**config.mk**
```make
export PLATFORM = sky130hd
export DESIGN_NAME = demux_1t2_8
export DESIGN_NICKNAME = d
export VERILOG_FILES = /design/src/rtl/demux_1t2_8.sv
export SDC_FILE = /design/constraint.sdc
export NUM_CORES = 1
export LEC_CHECK = 0
export CAP_MARGIN = 20
export CORE_MARGIN = 4
export CORE_UTILIZATION = 45
export DETAILED_ROUTE_END_ITERATION = 12
export PLACE_DENSITY_LB_ADDON = 0.05
export SETUP_SLACK_MARGIN = 0.5
export SLEW_MARGIN = 20
export SYNTH_ARGS = -nofsm -noshare
export SYNTH_HDL_FRONTEND = slang
export SYNTH_HIERARCHICAL = 1
export SYNTH_SLANG_ARGS = --single-unit
```
**constraint.sdc**
```tcl
create_clock -name clk -period 4.5 [get_ports clk]
set_clock_uncertainty 0.15 [all_clocks]
set_input_delay 0.9 -clock clk [delete_from_list [all_inputs] [get_ports clk]]
set_output_delay 0.9 -clock clk [all_outputs]
set_load 0.05 [all_outputs]
```
**src/rtl/demux_1t2_8.sv**
```systemverilog
// demux_1t2_8: 1-to-2 byte-stream demultiplexer with an independent FIFO per output
//   clk, rst               clock (rising edge), asynchronous active-high reset
//   in_data/in_sel         input byte and its destination (0 -> A, 1 -> B)
//   in_valid/in_ready      input handshake; ready only looks at the selected FIFO's fill
//   a_data/a_valid/a_ready head of FIFO A and its sink handshake
//   b_data/b_valid/b_ready head of FIFO B and its sink handshake
//   a_count/b_count        bytes delivered per output, wrapping
module demux_1t2_8_fifo #(
    parameter int WIDTH = 8,
    parameter int DEPTH = 2,
    parameter int CNT_W = 16
) (
    input  logic             clk,
    input  logic             rst,
    input  logic             push,
    input  logic [WIDTH-1:0] wr_data,
    output logic             full,
    output logic [WIDTH-1:0] rd_data,
    output logic             valid,
    input  logic             ready,
    output logic [CNT_W-1:0] count
);
    localparam int PW = $clog2(DEPTH);
    localparam int OW = PW + 1;
    logic [WIDTH-1:0] mem_q [DEPTH];
    logic [WIDTH-1:0] mem_d [DEPTH];
    logic [PW-1:0]    wr_ptr_q, wr_ptr_d, rd_ptr_q, rd_ptr_d;
    logic [OW-1:0]    occ_q, occ_d;
    logic [CNT_W-1:0] cnt_q, cnt_d;
    logic             pop;
    assign valid   = occ_q != '0;
    assign full    = occ_q == OW'(DEPTH);
    assign rd_data = mem_q[rd_ptr_q];
    assign count   = cnt_q;
    // x_ready while empty is ignored because pop is qualified by valid
    assign pop     = valid && ready;
    always_comb begin
        mem_d = mem_q;
        if (push) mem_d[wr_ptr_q] = wr_data;
        // DEPTH is a power of two, so pointer overflow is the wrap
        wr_ptr_d = wr_ptr_q + PW'(push);
        rd_ptr_d = rd_ptr_q + PW'(pop);
        occ_d    = occ_q + OW'(push) - OW'(pop);
        cnt_d    = cnt_q + CNT_W'(pop);
    end
    always_ff @(posedge clk or posedge rst) begin
        if (rst) begin
            mem_q    <= '{default: '0};
            wr_ptr_q <= '0;
            rd_ptr_q <= '0;
            occ_q    <= '0;
            cnt_q    <= '0;
        end else begin
            mem_q    <= mem_d;
            wr_ptr_q <= wr_ptr_d;
            rd_ptr_q <= rd_ptr_d;
            occ_q    <= occ_d;
            cnt_q    <= cnt_d;
        end
    end
endmodule

module demux_1t2_8 #(
    parameter int WIDTH = 8,
    parameter int DEPTH = 2,
    parameter int CNT_W = 16
) (
    input  logic             clk,
    input  logic             rst,
    input  logic [WIDTH-1:0] in_data,
    input  logic             in_sel,
    input  logic             in_valid,
    output logic             in_ready,
    output logic [WIDTH-1:0] a_data,
    output logic             a_valid,
    input  logic             a_ready,
    output logic [WIDTH-1:0] b_data,
    output logic             b_valid,
    input  logic             b_ready,
    output logic [CNT_W-1:0] a_count,
    output logic [CNT_W-1:0] b_count
);
    logic full_a, full_b, push_a, push_b;
    // Ready depends only on registered fill, so a full FIFO refuses even when it pops this cycle
    assign in_ready = in_sel ? !full_b : !full_a;
    assign push_a   = in_valid && !in_sel && !full_a;
    assign push_b   = in_valid && in_sel && !full_b;
    demux_1t2_8_fifo #(.WIDTH(WIDTH), .DEPTH(DEPTH), .CNT_W(CNT_W)) u_fifo_a (
        .clk(clk), .rst(rst), .push(push_a), .wr_data(in_data), .full(full_a),
        .rd_data(a_data), .valid(a_valid), .ready(a_ready), .count(a_count)
    );
    demux_1t2_8_fifo #(.WIDTH(WIDTH), .DEPTH(DEPTH), .CNT_W(CNT_W)) u_fifo_b (
        .clk(clk), .rst(rst), .push(push_b), .wr_data(in_data), .full(full_b),
        .rd_data(b_data), .valid(b_valid), .ready(b_ready), .count(b_count)
    );
endmodule

```
* After elaboration in Yosys (flattened, before gate mapping)
Cells that the tools add are included.
Widths: inputs -> output; s select.
** Word-level totals
- Flip-flop bits (word level) :: 72
- Input bits :: 14
- Logic and storage cells :: 60
** Operators by class
- Order comparisons :: 6
- Eq/ne operators :: 2
- Multiplexer cells :: 13
- $add $sub $neg :: 10
- Reduce and logical (&&, ||, !) cells :: 13
- Bitwise logic cells :: 4
** Operators with widths (count)
- $mux 8 :: 8
- $add 16x1->16 :: 2
- $bwmux 16 :: 2
- $demux 8 s1 :: 2
- $ge 2x2->1 const B :: 4
- $logic_and 1x1->1 :: 8
- $not 1->2 :: 4
- $add 1x1->1 :: 4
- $add 2x1->2 :: 2
- $eq 2x2->1 const B :: 2
- $lt 2x1->1 const B :: 2
- $reduce_bool 2->1 :: 2
- $sub 2x1->2 :: 2
- $logic_not 1->1 :: 3
- $mux 1 :: 1

* Depth between registers and ports, before layout
Gate-level depths: netlist (run 1).
- Word-level depth :: 6
- Gate-level depth with buffers :: 7

* Hierarchy
The synthesis (run 1) kept the hierarchy.
** By module, submodules not included
- demux_1t2_8_fifo at u_fifo_a :: sequential area each 900.9 um2, times used 1, area each 1622.8 um2, cells an instance 117
- demux_1t2_8_fifo at u_fifo_b :: sequential area each 900.9 um2, times used 1, area each 1616.6 um2, cells an instance 119
- demux_1t2_8 :: sequential area each 0.0 um2, times used 1, area each 26.3 um2, cells an instance 3

* Worst setup path before layout (run 1)
Ideal clock, no wire load.
- Kind :: input to output
- From :: input port in_sel
- To :: output port in_ready
- Slack :: 1.704 ns
- Cell stages on the path :: 1
- Required time :: 3.450 ns
- Arrival :: 1.746 ns
- Path through :: mux2i_1
** On the way
- Longest elaborated chain between the ends :: 1
** RTL lines
- start, declared :: RTL line 71 : input logic in_sel,
- $mux 1 :: RTL line 85 : assign in_ready = in_sel ? !full_b : !full_a;
- end, declared :: RTL line 73 : output logic in_ready,
No other way between the ends.

* Worst setup path after layout (run 1)
Same ends and word-level chain as after synthesis.

==> flow_summary.ini, run 1 <==
[synth]
seq_area_frac_synth_pct = 55.2
synth_area_per_cell_um2 = 13.7
syn_nets = 264
syn-cell-area_mm2 = 0.00327
synth_cells = 239
synth_warnings = 6
ys_types = 28
synth_seq_cells = 72

[sta]
tns_ns = 0
period_share_pct = 78.6
setup_viol = 0
slew-limit-headroom_pct = 44.3
period_needed_ns = 3.54
slew_violations = 0
max_freq_mhz = 283
tightest_slew_ns = 0.834
timing.final.hold_violations = 0
rsz0062_at_grt = false

[worst_setup_path]
critPathKind = in -> out
crit_chain = clkdlybuf4s50_1 -> mux2i_1 -> clkdlybuf4s50_1
crit_top_cell = clkdlybuf4s50_1
cp.arrival_ns = 2.49
cp_max_fo = 3
cp-start-kind = input port
cp.required_ns = 3.45
cp.buffers_inverters = 2
cp_top_family = buffers and inverters
critPathCaptureType = output pin
critPathMaxStageDelay_ns = 0.83
slowest_stage = clkdlybuf4s50_1

[final_layout]
fillers = 603
area_growth_pct = 29.1
drive_above_1_share_pct = 25.4
final_common_cell = dfrtp_1
layout_common_cells = dfrtp_1 (72), clkdlybuf4s50_1 (64), mux2_2 (49), xnor2_1 (17), xor2_1 (16)
diodes = 0
fin_nets = 335
final_cells = 411

[placed_design]
port_buffers = 64
gp_congestion = 0.771
dp.cells = 395
dp_hpwl_um = 4250

[routing]
drc = 0
viasPerCell = 4.91
routed_wirelength_um = 6010
first_iter_violations = 52
vias = 2016
antenna_left = 0
routedWlPerCell_um = 14.6
first_pass_iters = 4

[floorplanning]
die-area_mm2 = 0.00868
die_h_um = 93.2
io_pins = 65
initial_core_util_pct = 47.3
core.rowCount = 30
core-area_mm2 = 0.00691
dieWidth_um = 93.2

[power]
ir_worst_vdd_uv = 494
swShare_pct = 42.4
p_seq_share_pct = 34.6
power_switching_uw = 1330
p_leak_uw = 0.00186
powerDensity_mw_per_mm2 = 741
clkPwrFrac_pct = 16.4
pwr-share-comb_pct = 49.0
internal_power_uw = 1800

[cts]
cts-root-buf = clkbuf_8
hold_buffers = 0
h-tree-depth = 3
cts_tree = yes
cts_resized = 0
clock-sinks = 72
clk_path_buf_depth = 2
cts_buffers = 9
insertion_delay_ns = 0.33
postCtsSetupBuffers = 0
clk_pin_slew_ns = 0.07

[grt]
track_usage_pct = 15.0
grt_overflow = 0
grt_pass1_vias = 2077
grt_pass1_wl_um = 10200
grt_max_degree = 37
antenna_found_initial = 0

[flow_run]
drv_cap = 0

[worst_hold_path]
hold_path_class = reg -> reg

[outcome]
status = finished, final reports clean
worst paths after layout:
path                               startpoint                 end  slack (ns)  depth (start not counted)
min in group asynchronous                 rst   u_fifo_a/count[9]        0.86                          3
max reg2reg                 u_fifo_b/occ_q[1]   u_fifo_b/count[8]        2.43                          7
min                        u_fifo_b/count[15]  u_fifo_b/count[15]        0.31                          1
max                                    in_sel            in_ready        0.96                          3
max in group asynchronous                 rst   u_fifo_b/count[1]        2.56                          3
min reg2reg                u_fifo_b/count[15]  u_fifo_b/count[15]        0.31                          1
metal layers:
| metal | share of wire (%) | global-route usage, % |
|---|---|---|
| met1 | 46 | 20.1 |
| met2 | 47 | 22.7 |
| met3 | 5.7 | 4.99 |
| met4 | 1.1 | 5.13 |
| met5 | 0 | 0 |
metrics by stage:
stage          total power (µW)  hold WS [ns]  setup slack [ns]  instance area, µm²  util [%]
2_1_floorplan              2170         0.302              1.70                3270         -
3_3_place_gp               2620         0.307             0.936                4020      58.2
3_5_place_dp               2630         0.309             0.933                4020      58.2
4_1_cts                    3160         0.321             0.921                4220      61.1
5_1_grt                    3300         0.348             0.895                4220      61.1
6_report                   3120         0.315             0.963                4220      61.1
synthesized netlist by cell type (all sizes together):
cell type  number  area share, %
nor2            6           0.69
nand3          13            2.6
inv            12            1.4
and4            1           0.27
mux2           49             17
and2            2           0.38
buf             1           0.15
nor2b           2           0.38
nor3b           1           0.23
clkbuf          5           0.57
xor2           16            4.3
nor3            5            1.1
bufinv          1           0.54
nand2           7           0.80
nand4           6            2.1
ha             11            4.2
and3b           1           0.27
mux2i           1           0.31
and3            2           0.38
or2             2           0.38
o21ai           1           0.15
nor4            5            2.2
dfrtp          72             55
xnor2          17            4.6
cells by family (layout without fill, tap and decap cells):
kind of cell / after synthesis / after routing / synth area share (%)
DFF: 72 / 72 / 55.2
and+or+nand+nor: 53 / 53 / 11.8
muxes: 50 / 50 / 17.2
xor gates and xnor gates: 33 / 33 / 8.85
buffers and inverters: 19 / 95 / 2.64
adders and majority gates: 11 / 11 / 4.21
AOI/OAI and AO/OA: 1 / 1 / 0.153
layout make-up:
class | count | area [µm²] | share of cell area, %
clock inverter | 3 | 40.0 | 0.950
timing repair buffer | 66 | 656 | 15.5
multi-input combinational | 148 | 1380 | 32.7
sequential | 72 | 1800 | 42.7
inverter | 13 | 62.6 | 1.48
clock buffer | 13 | 159 | 3.77
tap | 96 | 120 | 2.85
worst register-to-register path, stage by stage (launching register included):
cell and delay (ns):
dfrtp_1 0.40, or2_2 0.31, and2_1 0.21, ha_1 0.25, ha_1 0.23, nand3_2 0.17, nor3_1 0.08, xor2_1 0.15
state kept, by name, summed over array words and instances, names as in the netlist:
signal	count
u_fifo_b/mem_q	16
u_fifo_b/occ_q	2
u_fifo_a/mem_q	16
u_fifo_b/count	16
u_fifo_b/wr_ptr_q	1
u_fifo_a/wr_ptr_q	1
u_fifo_a/occ_q	2
u_fifo_a/count	16
u_fifo_a/rd_ptr_q	1
u_fifo_b/rd_ptr_q	1
power by group through the flow:
stage               sequential [µW]  clock [µW]  combinational, µW
floorplan                      1210           0                963
global placement               1090           0               1530
detailed placement             1090           0               1540
CTS                            1080         531               1550
global route                   1120         561               1620
finish                         1080         512               1530
Power figures use the tool's default switching activity.
==> run 2, diff against run 1 <==
Clock period 4.5 ns to 2.9 ns, I/O delays scaled along.
==> flow_summary.ini, run 2 (same netlist as run 1, synthesis figures left out) <==
[cts]
insertion_delay_ns = 0.33
clock-sinks = 72
clk_pin_slew_ns = 0.07
h-tree-depth = 3
clk_path_buf_depth = 2
cts_buffers = 9
cts_tree = yes
cts-root-buf = clkbuf_8
hold_buffers = 0

[worst_setup_path]
slowest_stage = dfrtp_2
critPathCaptureType = output pin
critPathKind = reg -> out
crit_chain = mux2_2 -> dlygate4sd2_1
cp.required_ns = 2.17
cp.arrival_ns = 1.59
cp_top_family = flip-flops
cp-start-kind = flip-flop
cp.buffers_inverters = 1
critPathMaxStageDelay_ns = 0.49
cp_max_fo = 9

[sta]
max_freq_mhz = 430
rsz0062_at_grt = false
setup_viol = 0
slew-limit-headroom_pct = 66.0
slew_violations = 0
tns_ns = 0
period_needed_ns = 2.32
tightest_slew_ns = 0.510
timing.final.hold_violations = 0
period_share_pct = 80.1

[routing]
first_iter_violations = 49
drc = 0
routedWlPerCell_um = 14.7
first_pass_iters = 4
viasPerCell = 4.88
routed_wirelength_um = 6100
vias = 2025
antenna_left = 0

[floorplanning]
core-area_mm2 = 0.00691
die-area_mm2 = 0.00868
die_h_um = 93.2
dieWidth_um = 93.2
io_pins = 65
core.rowCount = 30
initial_core_util_pct = 47.3

[grt]
grt_max_degree = 37
antenna_found_initial = 0
track_usage_pct = 15.5
grt_overflow = 0
grt_pass1_wl_um = 10400
grt_pass1_vias = 2106

[outcome]
status = finished, final reports clean

[final_layout]
final_util_pct = 61.1
drive_above_1_share_pct = 31.0
final_common_cell = dfrtp_1
stdcell_area_mm2 = 0.00422
layout_common_cells = dfrtp_1 (70), mux2_2 (49), clkdlybuf4s50_1 (32), xnor2_1 (17), xor2_1 (16)
fin_nets = 339
diodes = 0
area_growth_pct = 29.2

[placed_design]
port_buffers = 64
place_area_mm2 = 0.00403
gp_congestion = 0.768
dp_hpwl_um = 4340

[power]
ir_worst_vdd_uv = 726
p_leak_uw = 0.00205
powerDensity_mw_per_mm2 = 1120

[flow_run]
drv_cap = 0

[worst_hold_path]
hold_path_class = reg -> reg
[run 2: worst paths after layout]
path	from	to	slack, ns	cells past startpoint
min	u_fifo_b/count[15]	u_fifo_b/count[15]	0.31	1
max reg2reg	u_fifo_a/occ_q[1]	u_fifo_a/mem_q[1]	0.87	4
min in group asynchronous	rst	u_fifo_b/count[2]	0.53	3
max in group asynchronous	rst	u_fifo_b/rd_ptr_q	1.71	3
max	u_fifo_a/rd_ptr_q	a_data[5]	0.58	2
min reg2reg	u_fifo_b/count[15]	u_fifo_b/count[15]	0.31	1
[run 2: final cells by class]
type / instances / area, µm²
Timing Repair Buffer: 70 / 653
Sequential cell: 72 / 1800
Clock buffer: 13 / 159
Multi-Input combinational cell: 148 / 1380
Tap cell: 96 / 120
Inverter: 13 / 62.6
Clock inverter: 3 / 40.0
Fill cell: 599 / 2690
[run 2: per-layer routing]
| layer | up-vias | part of all wire, % | track usage (%) |
|---|---|---|---|
| met5 | - | 0 | 0 |
| met4 | 0 | 1.1 | 7.33 |
| met3 | 7 | 4.4 | 3.86 |
| met2 | 44 | 48 | 23.9 |
| met1 | 997 | 46 | 20.4 |
| li1 | 977 | - | - |
[run 2: worst reg2reg max path, stage by stage (launching register included)]
cell and delay [ns]:
dfrtp_1 0.38, nor2b_1 0.15, nor3b_1 0.38, ha_1 0.48, mux2_2 0.38
[run 2: repair_timing]
action / 4_1_cts / 5_1_grt
buffers inserted: 1 / 3
endpoints found under the setup margin: 21 / 25
resized for setup: 31 / 29
cloned: 0 / 0
[run 2: report_power, final]
part           leakage [µW]  total [µW]  internal [µW]  switching (µW)
Sequential         0.000885        1680           1380             302
Clock              0.000103         790            443             348
Combinational       0.00107        2260            844            1410
[run 2: metrics by stage]
stage	setup WS, ns	hold WS (ns)	power, µW	cells
after floorplan	0.744	0.302	3370	239
after global placement	0.328	0.307	4090	395
after detailed placement	0.297	0.309	4120	395
after CTS	0.501	0.321	4790	412
after global routing	0.503	0.354	5010	415
final	0.577	0.315	4730	415
==> run 3, diff against run 2 <==
Clock period 2.9 ns to 2.06 ns, I/O delays scaled along.
==> flow_summary.ini, run 3 (same netlist as run 1, synthesis figures left out) <==
[outcome]
status = finished, final reports clean

[power]
p_leak_uw = 0.00248
ir_worst_vdd_uv = 1210
powerDensity_mw_per_mm2 = 1580

[final_layout]
area_growth_pct = 62.5
fin_nets = 389
stdcell_area_mm2 = 0.00531
diodes = 0
layout_common_cells = buf_4 (52), dfrtp_1 (46), buf_6 (44), mux2_4 (34), dfrtp_2 (26)
regArea_mm2 = 0.00183
fillers = 439
drive_above_1_share_pct = 69.1
final_common_cell = buf_4
multiInputGateArea_mm2 = 0.00188
final_util_pct = 76.8

[sta]
period_needed_ns = 1.93
period_share_pct = 93.5
rsz0062_at_grt = true
setup_viol = 0
slew-limit-headroom_pct = 64.6
slew_violations = 0
max_freq_mhz = 519
tightest_slew_ns = 0.529
timing.final.hold_violations = 0

[routing]
vias = 2298
drc = 0
first_iter_violations = 55
viasPerCell = 4.94
routed_wirelength_um = 7500
first_pass_iters = 4
routedWlPerCell_um = 16.1
antenna_left = 0

[floorplanning]
core-area_mm2 = 0.00691
die-area_mm2 = 0.00868
die_h_um = 93.2
initial_core_util_pct = 47.3
core.rowCount = 30
dieWidth_um = 93.2
io_pins = 65

[cts]
hold_buffers = 0
h-tree-depth = 3
cts-root-buf = clkbuf_8
clk_pin_slew_ns = 0.07
insertion_delay_ns = 0.33
clock-sinks = 72
cts_buffers = 9
cts_tree = yes
clk_path_buf_depth = 2

[grt]
grt_pass1_vias = 2405
track_usage_pct = 17.9
antenna_found_initial = 0
grt_overflow = 0
grt_max_degree = 37
grt_pass1_wl_um = 12000

[worst_setup_path]
ff2ff_path_depth = 8
crit_chain = buf_6 -> mux2_2 -> buf_6
cp.required_ns = 1.50
cp-start-kind = flip-flop
worstReg2RegStart = u_fifo_b/occ_q[0]
cp_top_family = flip-flops
cp.arrival_ns = 1.36
critPathKind = reg -> out
slowest_stage = dfrtp_2
critPathCaptureType = output pin
critPathMaxStageDelay_ns = 0.39
timing.rr.end = u_fifo_b/occ_q[1]
r2r_setup_slack_ns = 0.17
crit_top_cell = buf_6
cp_max_fo = 5
cp.buffers_inverters = 2

[worst_hold_path]
whs_endpoint = u_fifo_b/count[15]
hp-start = u_fifo_b/count[15]
holdPathStages = 1
hold_path_class = reg -> reg

[placed_design]
dp_hpwl_um = 4460
gp_congestion = 0.745
port_buffers = 64
place_area_mm2 = 0.00420

[flow_run]
drv_cap = 0
-- run 3: cell count changes in the layout (fill, tap and decap cells not counted), sizes merged --
cell,delta
clkbuf,-11
buf,+98
clkdlybuf4s50,-21
dlymetal6s2s,-10
clkinvlp,+2
dlygate4sd2,-8
-- run 3: cell type report --
cell class	instances	share of cell area, %
timing repair buffer	120	22.6
clock buffer	11	2.85
sequential	72	34.6
tap	96	2.26
inverter	13	1.23
clock inverter	5	1.04
multi-input combinational	148	35.4
-- run 3: how the worst max path moves through the flow --
stage                     slack, ns            endpoint              start  depth (start not counted)
after floorplan                0.19  u_fifo_b/count[12]  u_fifo_b/occ_q[1]                          7
after global placement        -0.11  u_fifo_a/count[13]            a_ready                          7
after detailed placement      -0.15   u_fifo_a/mem_q[2]             in_sel                          5
after CTS                      0.14           a_data[0]  u_fifo_a/rd_ptr_q                          3
after global routing           0.09           a_data[2]  u_fifo_a/rd_ptr_q                          3
final                          0.13           a_data[2]  u_fifo_a/rd_ptr_q                          3
-- run 3: stage by stage --
stage	setup TNS [ns]	total power, µW	instances	setup slack [ns]	hold slack [ns]
floorplan	0	4910	239	0.194	0.303
global placement	-2.78	5880	411	-0.109	0.315
detailed placement	-3.93	5950	411	-0.149	0.316
CTS	0	8060	450	0.140	0.327
global route	0	8840	465	0.0913	0.339
finish	0	8390	465	0.133	0.325
-- run 3: what timing repair did --
| action | in CTS | in global routing |
|---|---|---|
| endpoints found under the setup margin | 96 | 99 |
| resized for setup | 116 | 44 |
| buffers inserted | 23 | 15 |
| cloned | 0 | 0 |
| pin swaps | 24 | 23 |
-- run 3: routing by layer --
metal,up-vias,GRT usage [%],wire (µm),share of wire (%)
met5,-,0,0,0
met3,15,3.38,211,2.8
met1,1173,24.0,3340,45
met4,0,5.86,172,2.3
met2,47,29.2,3770,50
li1,1063,-,-,-
-- run 3: power breakdown --
group / internal [µW] / leakage [µW] / switching, µW
Sequential: 1960 / 0.000852 / 372
Clock: 621 / 0.000101 / 521
Combinational: 2360 / 0.00152 / 2560
Total: 4940 / 0.00248 / 3450
